## config.mk

```make
export PLATFORM = sky130hd
export DESIGN_NAME = fir_tdm_sequencer
export DESIGN_NICKNAME = d
export VERILOG_FILES = /design/src/rtl/fir_pkg.sv /design/src/rtl/fir_hist_ram.sv /design/src/rtl/fir_tdm_sequencer.sv
export SDC_FILE = /design/constraint.sdc
export NUM_CORES = 2
export LEC_CHECK = 0
export BUFFER_PORTS_ARGS = -buffer_cell sky130_fd_sc_hd__buf_2
export CELL_PAD_IN_SITES_DETAIL_PLACEMENT = 0
export CELL_PAD_IN_SITES_GLOBAL_PLACEMENT = 1
export CORE_MARGIN = 2
export CORE_UTILIZATION = 35
export CTS_CLUSTER_SIZE = 14
export DETAILED_ROUTE_END_ITERATION = 7
export PLACE_DENSITY_LB_ADDON = 0.25
export SLEW_MARGIN = 0
export SYNTH_ARGS = -nofsm -noshare
export SYNTH_HDL_FRONTEND = slang
export SYNTH_SLANG_ARGS = --single-unit
export TNS_END_PERCENT = 20
```

## constraint.sdc

```tcl
create_clock -name clk -period 25 [get_ports clk]
set_input_delay 2.5 -clock clk [delete_from_list [all_inputs] [get_ports clk]]
set_output_delay 2.5 -clock clk [all_outputs]
set_load 0.02 [all_outputs]
```

## src/rtl/fir_pkg.sv

```systemverilog
// Shared types and constants for the time-multiplexed FIR sequencer:
// FSM state encoding, default coefficient table and width helpers.
package fir_pkg;

   typedef enum logic [1:0] {
      IDLE = 2'd0,
      LOAD = 2'd1,
      MAC  = 2'd2,
      OUT  = 2'd3
   } fir_state_t;

   // First half of the symmetric low-pass default; the second half mirrors it.
   localparam int DEF_HALF_LEN = 8;
   localparam int DEF_HALF [DEF_HALF_LEN] = '{311, 469, 917, 1582, 2352, 3091, 3671, 3990};

   function automatic int default_coef(input int k, input int n);
      int m;
      m = (k < n / 2) ? k : (n - 1 - k);
      return DEF_HALF[m % DEF_HALF_LEN];
   endfunction

   // Select/index width that never collapses to zero bits.
   function automatic int sel_width(input int v);
      return (v > 1) ? $clog2(v) : 1;
   endfunction

endpackage

```

## src/rtl/fir_hist_ram.sv

```systemverilog
// Per-channel sample history: CH*N entries addressed by {channel, pointer},
// one synchronous write port, one combinational read port, cleared on reset.
module fir_hist_ram
   import fir_pkg::*;
#(
   parameter int N     = 16,
   parameter int WIDTH = 14,
   parameter int CH    = 2,
   parameter int NW    = $clog2(N),
   parameter int CHW   = sel_width(CH)
) (
   input  logic                    clk,
   input  logic                    n_rst,
   input  logic                    we_i,
   input  logic [CHW-1:0]          wr_ch_i,
   input  logic [NW-1:0]           wr_ptr_i,
   input  logic signed [WIDTH-1:0] wr_data_i,
   input  logic [CHW-1:0]          rd_ch_i,
   input  logic [NW-1:0]           rd_ptr_i,
   output logic signed [WIDTH-1:0] rd_data_o
);

   localparam int DEPTH = CH * N;
   localparam int AW    = $clog2(DEPTH);

   logic signed [WIDTH-1:0] mem_q [DEPTH];
   logic [AW-1:0]           wr_addr;
   logic [AW-1:0]           rd_addr;

   // With a single channel the channel bit carries no information and is dropped.
   assign wr_addr   = AW'({wr_ch_i, wr_ptr_i});
   assign rd_addr   = AW'({rd_ch_i, rd_ptr_i});
   assign rd_data_o = mem_q[rd_addr];

   always_ff @(posedge clk or negedge n_rst) begin
      if (!n_rst) begin
         for (int i = 0; i < DEPTH; i++) begin
            mem_q[i] <= '0;
         end
      end else if (we_i) begin
         mem_q[wr_addr] <= wr_data_i;
      end
   end

endmodule

```

## src/rtl/fir_tdm_sequencer.sv

```systemverilog
// Time-multiplexed FIR: one signed MAC shared across CH channels and N taps,
// with per-channel circular history and a double-buffered coefficient bank.
module fir_tdm_sequencer
   import fir_pkg::*;
#(
   parameter int N     = 16,
   parameter int WIDTH = 14,
   parameter int CW    = 16,
   parameter int CH    = 2,
   parameter int OUTW  = WIDTH + CW + $clog2(N)
) (
   input  logic                              clk,
   input  logic                              n_rst,
   input  logic                              din_valid_i,
   input  logic [sel_width(CH)-1:0]          din_ch_i,
   input  logic signed [WIDTH-1:0]           din_i,
   output logic                              din_ready_o,
   input  logic                              coef_we_i,
   input  logic [$clog2(N)-1:0]              coef_addr_i,
   input  logic signed [CW-1:0]              coef_data_i,
   input  logic                              coef_commit_i,
   output logic                              dout_valid_o,
   output logic [sel_width(CH)-1:0]          dout_ch_o,
   output logic signed [OUTW-1:0]            dout_o,
   output logic                              busy_o,
   output logic                              overrun_o,
   output fir_state_t                        dbg_state_o
);

   localparam int NW  = $clog2(N);
   localparam int CHW = sel_width(CH);
   localparam int PW  = WIDTH + CW;
   localparam logic [NW-1:0] K_LAST = NW'(N - 1);

   fir_state_t              state_q;
   logic [CHW-1:0]          ch_q;
   logic signed [WIDTH-1:0] sample_q;
   logic [NW-1:0]           k_q;
   logic signed [OUTW-1:0]  acc_q;
   logic [NW-1:0]           wptr_q [CH];
   logic                    dout_valid_q;
   logic [CHW-1:0]          dout_ch_q;
   logic signed [OUTW-1:0]  dout_q;
   logic                    overrun_q;

   logic signed [CW-1:0]    shadow_q [N];
   logic signed [CW-1:0]    shadow_d [N];
   logic signed [CW-1:0]    active_q [N];
   logic                    pending_q;
   logic                    pending_d;
   logic                    commit_now;

   logic signed [WIDTH-1:0] hist_rd;
   logic [NW-1:0]           rd_ptr;
   logic signed [PW-1:0]    prod;
   logic signed [OUTW-1:0]  acc_next;

   assign din_ready_o  = (state_q == IDLE);
   assign busy_o       = (state_q != IDLE);
   assign dout_valid_o = dout_valid_q;
   assign dout_ch_o    = dout_ch_q;
   assign dout_o       = dout_q;
   assign overrun_o    = overrun_q;
   assign dbg_state_o  = state_q;

   // Tap k reads the sample k steps older than the newest; pointer wraps mod N.
   assign rd_ptr   = wptr_q[ch_q] - k_q;
   assign prod     = hist_rd * active_q[k_q];
   assign acc_next = acc_q + {{(OUTW - PW){prod[PW-1]}}, prod};

   fir_hist_ram #(
      .N     (N),
      .WIDTH (WIDTH),
      .CH    (CH),
      .NW    (NW),
      .CHW   (CHW)
   ) u_hist (
      .clk       (clk),
      .n_rst     (n_rst),
      .we_i      (state_q == LOAD),
      .wr_ch_i   (ch_q),
      .wr_ptr_i  (wptr_q[ch_q]),
      .wr_data_i (sample_q),
      .rd_ch_i   (ch_q),
      .rd_ptr_i  (rd_ptr),
      .rd_data_o (hist_rd)
   );

   // A same-cycle shadow write is folded in before the copy so a commit sees it.
   always_comb begin
      shadow_d = shadow_q;
      if (coef_we_i) begin
         shadow_d[coef_addr_i] = coef_data_i;
      end
   end

   assign commit_now = (state_q == IDLE) && (pending_q || coef_commit_i);
   assign pending_d  = commit_now ? 1'b0 : (pending_q || coef_commit_i);

   always_ff @(posedge clk or negedge n_rst) begin
      if (!n_rst) begin
         for (int i = 0; i < N; i++) begin
            shadow_q[i] <= CW'(default_coef(i, N));
            active_q[i] <= CW'(default_coef(i, N));
         end
         pending_q <= 1'b0;
      end else begin
         shadow_q  <= shadow_d;
         pending_q <= pending_d;
         if (commit_now) begin
            active_q <= shadow_d;
         end
      end
   end

   always_ff @(posedge clk or negedge n_rst) begin
      if (!n_rst) begin
         state_q      <= IDLE;
         ch_q         <= '0;
         sample_q     <= '0;
         k_q          <= '0;
         acc_q        <= '0;
         dout_valid_q <= 1'b0;
         dout_ch_q    <= '0;
         dout_q       <= '0;
         overrun_q    <= 1'b0;
         for (int c = 0; c < CH; c++) begin
            wptr_q[c] <= '0;
         end
      end else begin
         dout_valid_q <= 1'b0;
         if (din_valid_i && (state_q != IDLE)) begin
            overrun_q <= 1'b1;
         end
         case (state_q)
            IDLE: begin
               if (din_valid_i) begin
                  ch_q     <= din_ch_i;
                  sample_q <= din_i;
                  state_q  <= LOAD;
               end
            end
            LOAD: begin
               acc_q   <= '0;
               k_q     <= '0;
               state_q <= MAC;
            end
            MAC: begin
               acc_q <= acc_next;
               k_q   <= k_q + NW'(1);
               // Result is registered on the last tap so it is visible throughout OUT.
               if (k_q == K_LAST) begin
                  wptr_q[ch_q] <= wptr_q[ch_q] + NW'(1);
                  dout_q       <= acc_next;
                  dout_ch_q    <= ch_q;
                  dout_valid_q <= 1'b1;
                  state_q      <= OUT;
               end
            end
            OUT: begin
               state_q <= IDLE;
            end
            default: begin
               state_q <= IDLE;
            end
         endcase
      end
   end

endmodule

```

-- After elaboration in Yosys (flattened, before gate mapping)
Cells that the tools add are included.
- equality and inequality tests: 6
- bitwise operators: 5
- multiply operators: 1
- div/mod/pow operators: 0
- multiplexer cells: 27
- add/subtract/negate cells: 4
- magnitude comparators: 8
- shifts and indexed selects: 0
- reduce and logical (&&, ||, !) cells: 12
- operator list (kind ; count):
    $bwmux W448 ; 1
    $bwmux W256 ; 1
    $mux W256 ; 1
    $bmux W14 S5 ; 1
    $demux W14 S5 ; 1
    $pmux W34 S2 ; 1
    $bmux W16 S4 ; 1
    $demux W16 S4 ; 1
    $mux W16 ; 3
    $mux W14 ; 3
    $add A34 B34 Y34 ; 1
    $mul A14 B16 Y30 ; 1
    $mux W4 ; 4
    $ge A6 B6 Y1 const B ; 2
    $not A5 Y6 ; 2
    $ge A5 B5 Y1 const B ; 2
    $not A4 Y5 ; 2
    $add A4 B1 Y4 const B ; 2
    $bwmux W8 ; 1
    $pmux W2 S4 ; 1
    $pmux W4 S2 ; 1
    $lt A6 B1 Y1 const B ; 1
    $reduce_and A2 Y1 ; 3
    $logic_and A1 B1 Y1 ; 5
    15 further kinds ; 21
- word-level logic and storage cells: 139
- bits of input ports: 40
- bits in read-only memories: 0
- RAM bits: 0
- bits in registers: 1061
- bits in latches: 0
- memories kept: 0

-- Logic depth before layout (Yosys ltp)
- depth in word-level cells: 12
- mapped depth: 45
- mapped depth without buffers: 40

-- Cells and area by module
From an unflattened synthesis, not the netlist that was laid out.
- cell total of the unflattened synthesis: 4235
- area total of the unflattened synthesis: 56072.5 um^2
- by module, submodules not included (module ; area each (um^2) ; cells each ; times used ; sequential area each (um^2)):
    fir_tdm_sequencer ; 35160.0 ; 2718 ; 1 ; 15584.9
    fir_hist_ram ; 20912.6 ; 1517 ; 1 ; 11210.8

-- Least setup slack after synthesis
No wires, ideal clock.
- path type: register to register
- from: reg k_q[1]
- to: reg acc_q[33]
- slack: 14511 ps
- arrival: 10394 ps
- library setup time: 96 ps
- stages on the path, launching flop included: 41
- data required time: 24904 ps
- path through: dfrtp_1 > buf_2 > buf_1 > buf_1 > inv_1 > fa_1 > buf_2 > clkbuf_1 > mux4_2 > mux2_2 > mux4_2 > buf_2 > nand2_1 > fa_1 > fa_1 > inv_1 > fa_1 > fa_1 > [5 not listed] > a21oi_1 > o221ai_1 > a31oi_1 > o311ai_1 > a211oi_1 > o21ai_1 > a21oi_1 > xnor2_1 > ha_1 > a21o_1 > a21o_1 > a21oi_1 > and3b_1 > a211oi_1 > inv_1 > o211ai_1 > a21oi_1 > o32ai_2
- longest elaborated chain between the ends: 8
- ends and longest elaborated chain (item ; line ; RTL):
    start: declaration ; fir_tdm_sequencer.sv:38 ; logic [NW-1:0] k_q;
    start signal: assignment ; fir_tdm_sequencer.sv:150 ; k_q <= k_q + NW'(1);
    $sub A4 B4 Y4 ; fir_tdm_sequencer.sv:67 ; assign rd_ptr = wptr_q[ch_q] - k_q;
    $not A5 Y6 (implied by the code) ; fir_hist_ram.sv:33 ; assign rd_data_o = mem_q[rd_addr];
    $bmux W14 S5 ; fir_hist_ram.sv:33 ;
    $mux W14 (implied by the code) (2 in a row) ; fir_hist_ram.sv:33 ;
    $mul A14 B16 Y30 * ; fir_tdm_sequencer.sv:68 ; assign prod = hist_rd * active_q[k_q];
    $add A34 B34 Y34 * ; fir_tdm_sequencer.sv:69 ; assign acc_next = acc_q + {{(OUTW - PW){prod[PW-1]}}, prod};
    $pmux W34 S2 * ; fir_tdm_sequencer.sv:135 ; case (state_q)
    end signal: assignment ; fir_tdm_sequencer.sv:149 ; acc_q <= acc_next;
    end: declaration ; fir_tdm_sequencer.sv:39 ; logic signed [OUTW-1:0] acc_q;
Mark *: on every way between the ends. The rest lies on a longest branch, timed or not. The select of a mux whose other input is x is not followed.
A chain may end at the register's enable or synchronous reset.

-- Worst setup path in the final report
- from: reg ch_q
- to: reg acc_q[33]
- longest elaborated chain between the ends: 12
- ends and longest elaborated chain (item ; line ; RTL):
    start: declaration ; fir_tdm_sequencer.sv:36 ; logic [CHW-1:0] ch_q;
    start signal: assignment ; fir_tdm_sequencer.sv:138 ; ch_q <= din_ch_i;
    $not A1 Y2 (implied by the code) ; fir_tdm_sequencer.sv:67 ;
    $mux W4 (implied by the code) (3 in a row) ; fir_tdm_sequencer.sv:67 ;
    $sub A4 B4 Y4 ; fir_tdm_sequencer.sv:67 ;
    $not A5 Y6 (implied by the code) * ; fir_hist_ram.sv:33 ;
    $bmux W14 S5 * ; fir_hist_ram.sv:33 ;
    $mux W14 (implied by the code) * (2 in a row) ; fir_hist_ram.sv:33 ;
    $mul A14 B16 Y30 * ; fir_tdm_sequencer.sv:68 ;
    $add A34 B34 Y34 * ; fir_tdm_sequencer.sv:69 ;
    $pmux W34 S2 * ; fir_tdm_sequencer.sv:135 ;
Marked as above.

==> impl_metrics.json <==
{
  "outcome": "finished clean",
  "totalWireLength_um": 137000,
  "postSynth.asyncResetShare": 1.00,
  "synth_ff_type": "dfrtp_1",
  "path_max_fanout": 61,
  "tightest_slew_ns": 1.29,
  "clock_sinks": 1061,
  "synth_nets": 4339,
  "multiInputGateArea_um2": 26700,
  "clockBufferDepth": 3,
  "post_cts_buffers": 0,
  "grt_pass1_wl_um": 214000,
  "final.setup.tns_ns": 0,
  "grt_setup_unrepaired": "false",
  "hp-class": "reg2reg",
  "ys_ff_latch": 1061,
  "avgViaCountPerCell": 5.06,
  "die_x_um": 402,
  "synth_cells": 3963,
  "avgSynthCellArea_um2": 14.0,
  "slowest_stage": "fa_4",
  "drt_iter0_drc": 1765,
  "hold_viol": 0,
  "drv_slew": 0,
  "antenna_found_initial": 6,
  "rr_worst_depth": 38,
  "vias": 31300,
  "yosys.area.top_type": "dfrtp_1",
  "cpMostUsedCell": "fa_1",
  "crit_arrival_ns": 13.90,
  "critPathRequiredTime_ns": 25.62,
  "io_pins": 81,
  "grt_pass1_vias": 33900,
  "synth_commonest_cells": "mux2_2 (1016), dfrtp_1 (865), inv_1 (283), fa_1 (222), dfstp_2 (196)",
  "netlist_area_um2": 55500,
  "synthTopCellsByArea": "dfrtp_1 (39%), mux2_2 (21%), dfstp_2 (9.3%)",
  "fillCellCount": 14800,
  "tritoncts": "yes",
  "postCtsResizedCells": 0,
  "synth_edf_count": 0,
  "port_buffers": 80,
  "grt_max_degree": 180,
  "drive_gt1_frac": 0.438,
  "drt_first_pass_iters": 5,
  "gp_congestion": 0.788,
  "crit_type": "reg2reg",
  "fmax_mhz": 75.3,
  "slew_headroom": 0.137,
  "yosysWarnings": 0,
  "fp.dieArea_um2": 162000,
  "clk_pin_slew_worst_paths_ns": 0.06,
  "fin_crit_ns": 13.28,
  "coreArea_um2": 158000,
  "worst_hold_path.num_cells": 1,
  "start_util": 0.351,
  "num_rows": 146,
  "nNetsFinal": 4384,
  "ant_nets": 0,
  "seq_area_um2": 26800,
  "clk-insertion-delay-late_ns": 0.78,
  "cts_buffers": 117,
  "detail_route.drc_violations": 0,
  "netlist.area_leader.share": 0.390,
  "wl_per_cell_um": 22.1,
  "grt_usage": 0.173,
  "htree_levels": 3,
  "cts_hold_buf": 0,
  "cts_root_buffer": "clkbuf_16",
  "die_h_um": 402,
  "yosys.cell_count.top_type": "mux2_2",
  "synth.distinct_cells": 75,
  "skew_ns": 0.0809,
  "crit_path_end_kind": "flip-flop",
  "grt_overflow": 0,
  "syn_to_final_growth_pct": 12.3,
  "cp-start-kind": "flip-flop",
  "post-route-period-util": 0.531,
  "slowest_delay_ns": 0.92,
  "setup_viol": 0,
  "seq_area_frac_synth": 0.483,
  "drv_cap": 0,
  "dp_hpwl_um": 87300
}
[critical path: cells and delay by family (launching register included)]
kind                     cells  cell delay, ns
adder cells (fa/ha/maj)     10            4.77
AO/OA/AOI/OAI               12            2.90
buffers and inverters        8            2.19
multiplexers                 4            1.84
flip-flops                   1            0.62
AND/OR/NAND/NOR              3            0.61
XOR/XNOR                     1            0.16
[routing by layer]
layer,GRT usage,up-vias,share of wire
met2,0.283,443,0.47
met1,0.242,16800,0.47
met4,0.0464,0,0.025
li1,-,13900,-
met3,0.0249,173,0.033
met5,0,-,0
[through the flow]
step	worst slack, ns	std cells	hold slack, ns	util	cell area (um^2)
after global placement	11.75	5961	0.441	0.369	58300
after global routing	10.91	6182	0.491	0.394	62300
after CTS	11.69	6181	0.459	0.394	62300
final	11.72	6184	0.457	0.394	62300
after detailed placement	11.73	5961	0.439	0.369	58300
after floorplan	14.51	3963	0.441	-	55500
[worst paths after layout]
kind	from	end	slack [ns]
max	ch_q	acc_q[33]	11.72
min	overrun_o	overrun_o	0.46
max reg2reg	ch_q	acc_q[33]	11.72
min reg2reg	overrun_o	overrun_o	0.46
max in group asynchronous	n_rst	dout_o[9]	19.28
min in group asynchronous	n_rst	sample_q[13]	1.78
[placed cells by master (no fill, tap or decap), drive strengths merged, types with 4 or more instances in the layout]
cell type,instances
inv,288
buf,164
mux2,1016
nor2b,38
clkbuf,174
mux4,195
ha,114
fa,222
o21bai,7
or2,5
nor2,149
a21o,25
o21a,16
nand3b,6
xnor2,49
dfstp,196
xor2,21
and2,17
bufinv,8
nand2,158
nand3,19
nand2b,38
a31oi,5
o211ai,4
o31ai,4
o2bb2ai,28
clkinvlp,11
or3,12
clkinv,25
and3,8
o21ai,76
mux2i,46
a211oi,9
dfrtp,865
a21oi,49
[state kept, by name, indices dropped and copies added (netlist names), 4 cells and up]
register and count:
wptr_q 8, u_hist.mem_q 448, acc_q 34, dout_o 34
k_q 4, sample_q 14, shadow_q 256, active_q 256
[layout make-up]
type,instances,area share
Clock inverter,46,0.00976
Timing Repair Buffer,164,0.0173
Tap cell,2072,0.0416
Multi-Input combinational cell,2378,0.429
Sequential cell,1061,0.430
Inverter,286,0.0172
Clock buffer,174,0.0554
Antenna cell,3,0.000120
[cell families (layout without fill, tap and decap cells)]
kind of cell    Yosys count  in the layout  synth area share
xor+xnor                 71             71            0.0116
other cells               0              3                 0
compound gates          254            254            0.0311
fa+ha+maj               336            336             0.106
flops                  1061           1061             0.483
mux                    1257           1257             0.294
buf+inv                 524            670            0.0370
simple gates            460            460            0.0381
Power is not shown: default switching activity piles up to over one toggle a cycle in this logic, so the estimate is an artifact.
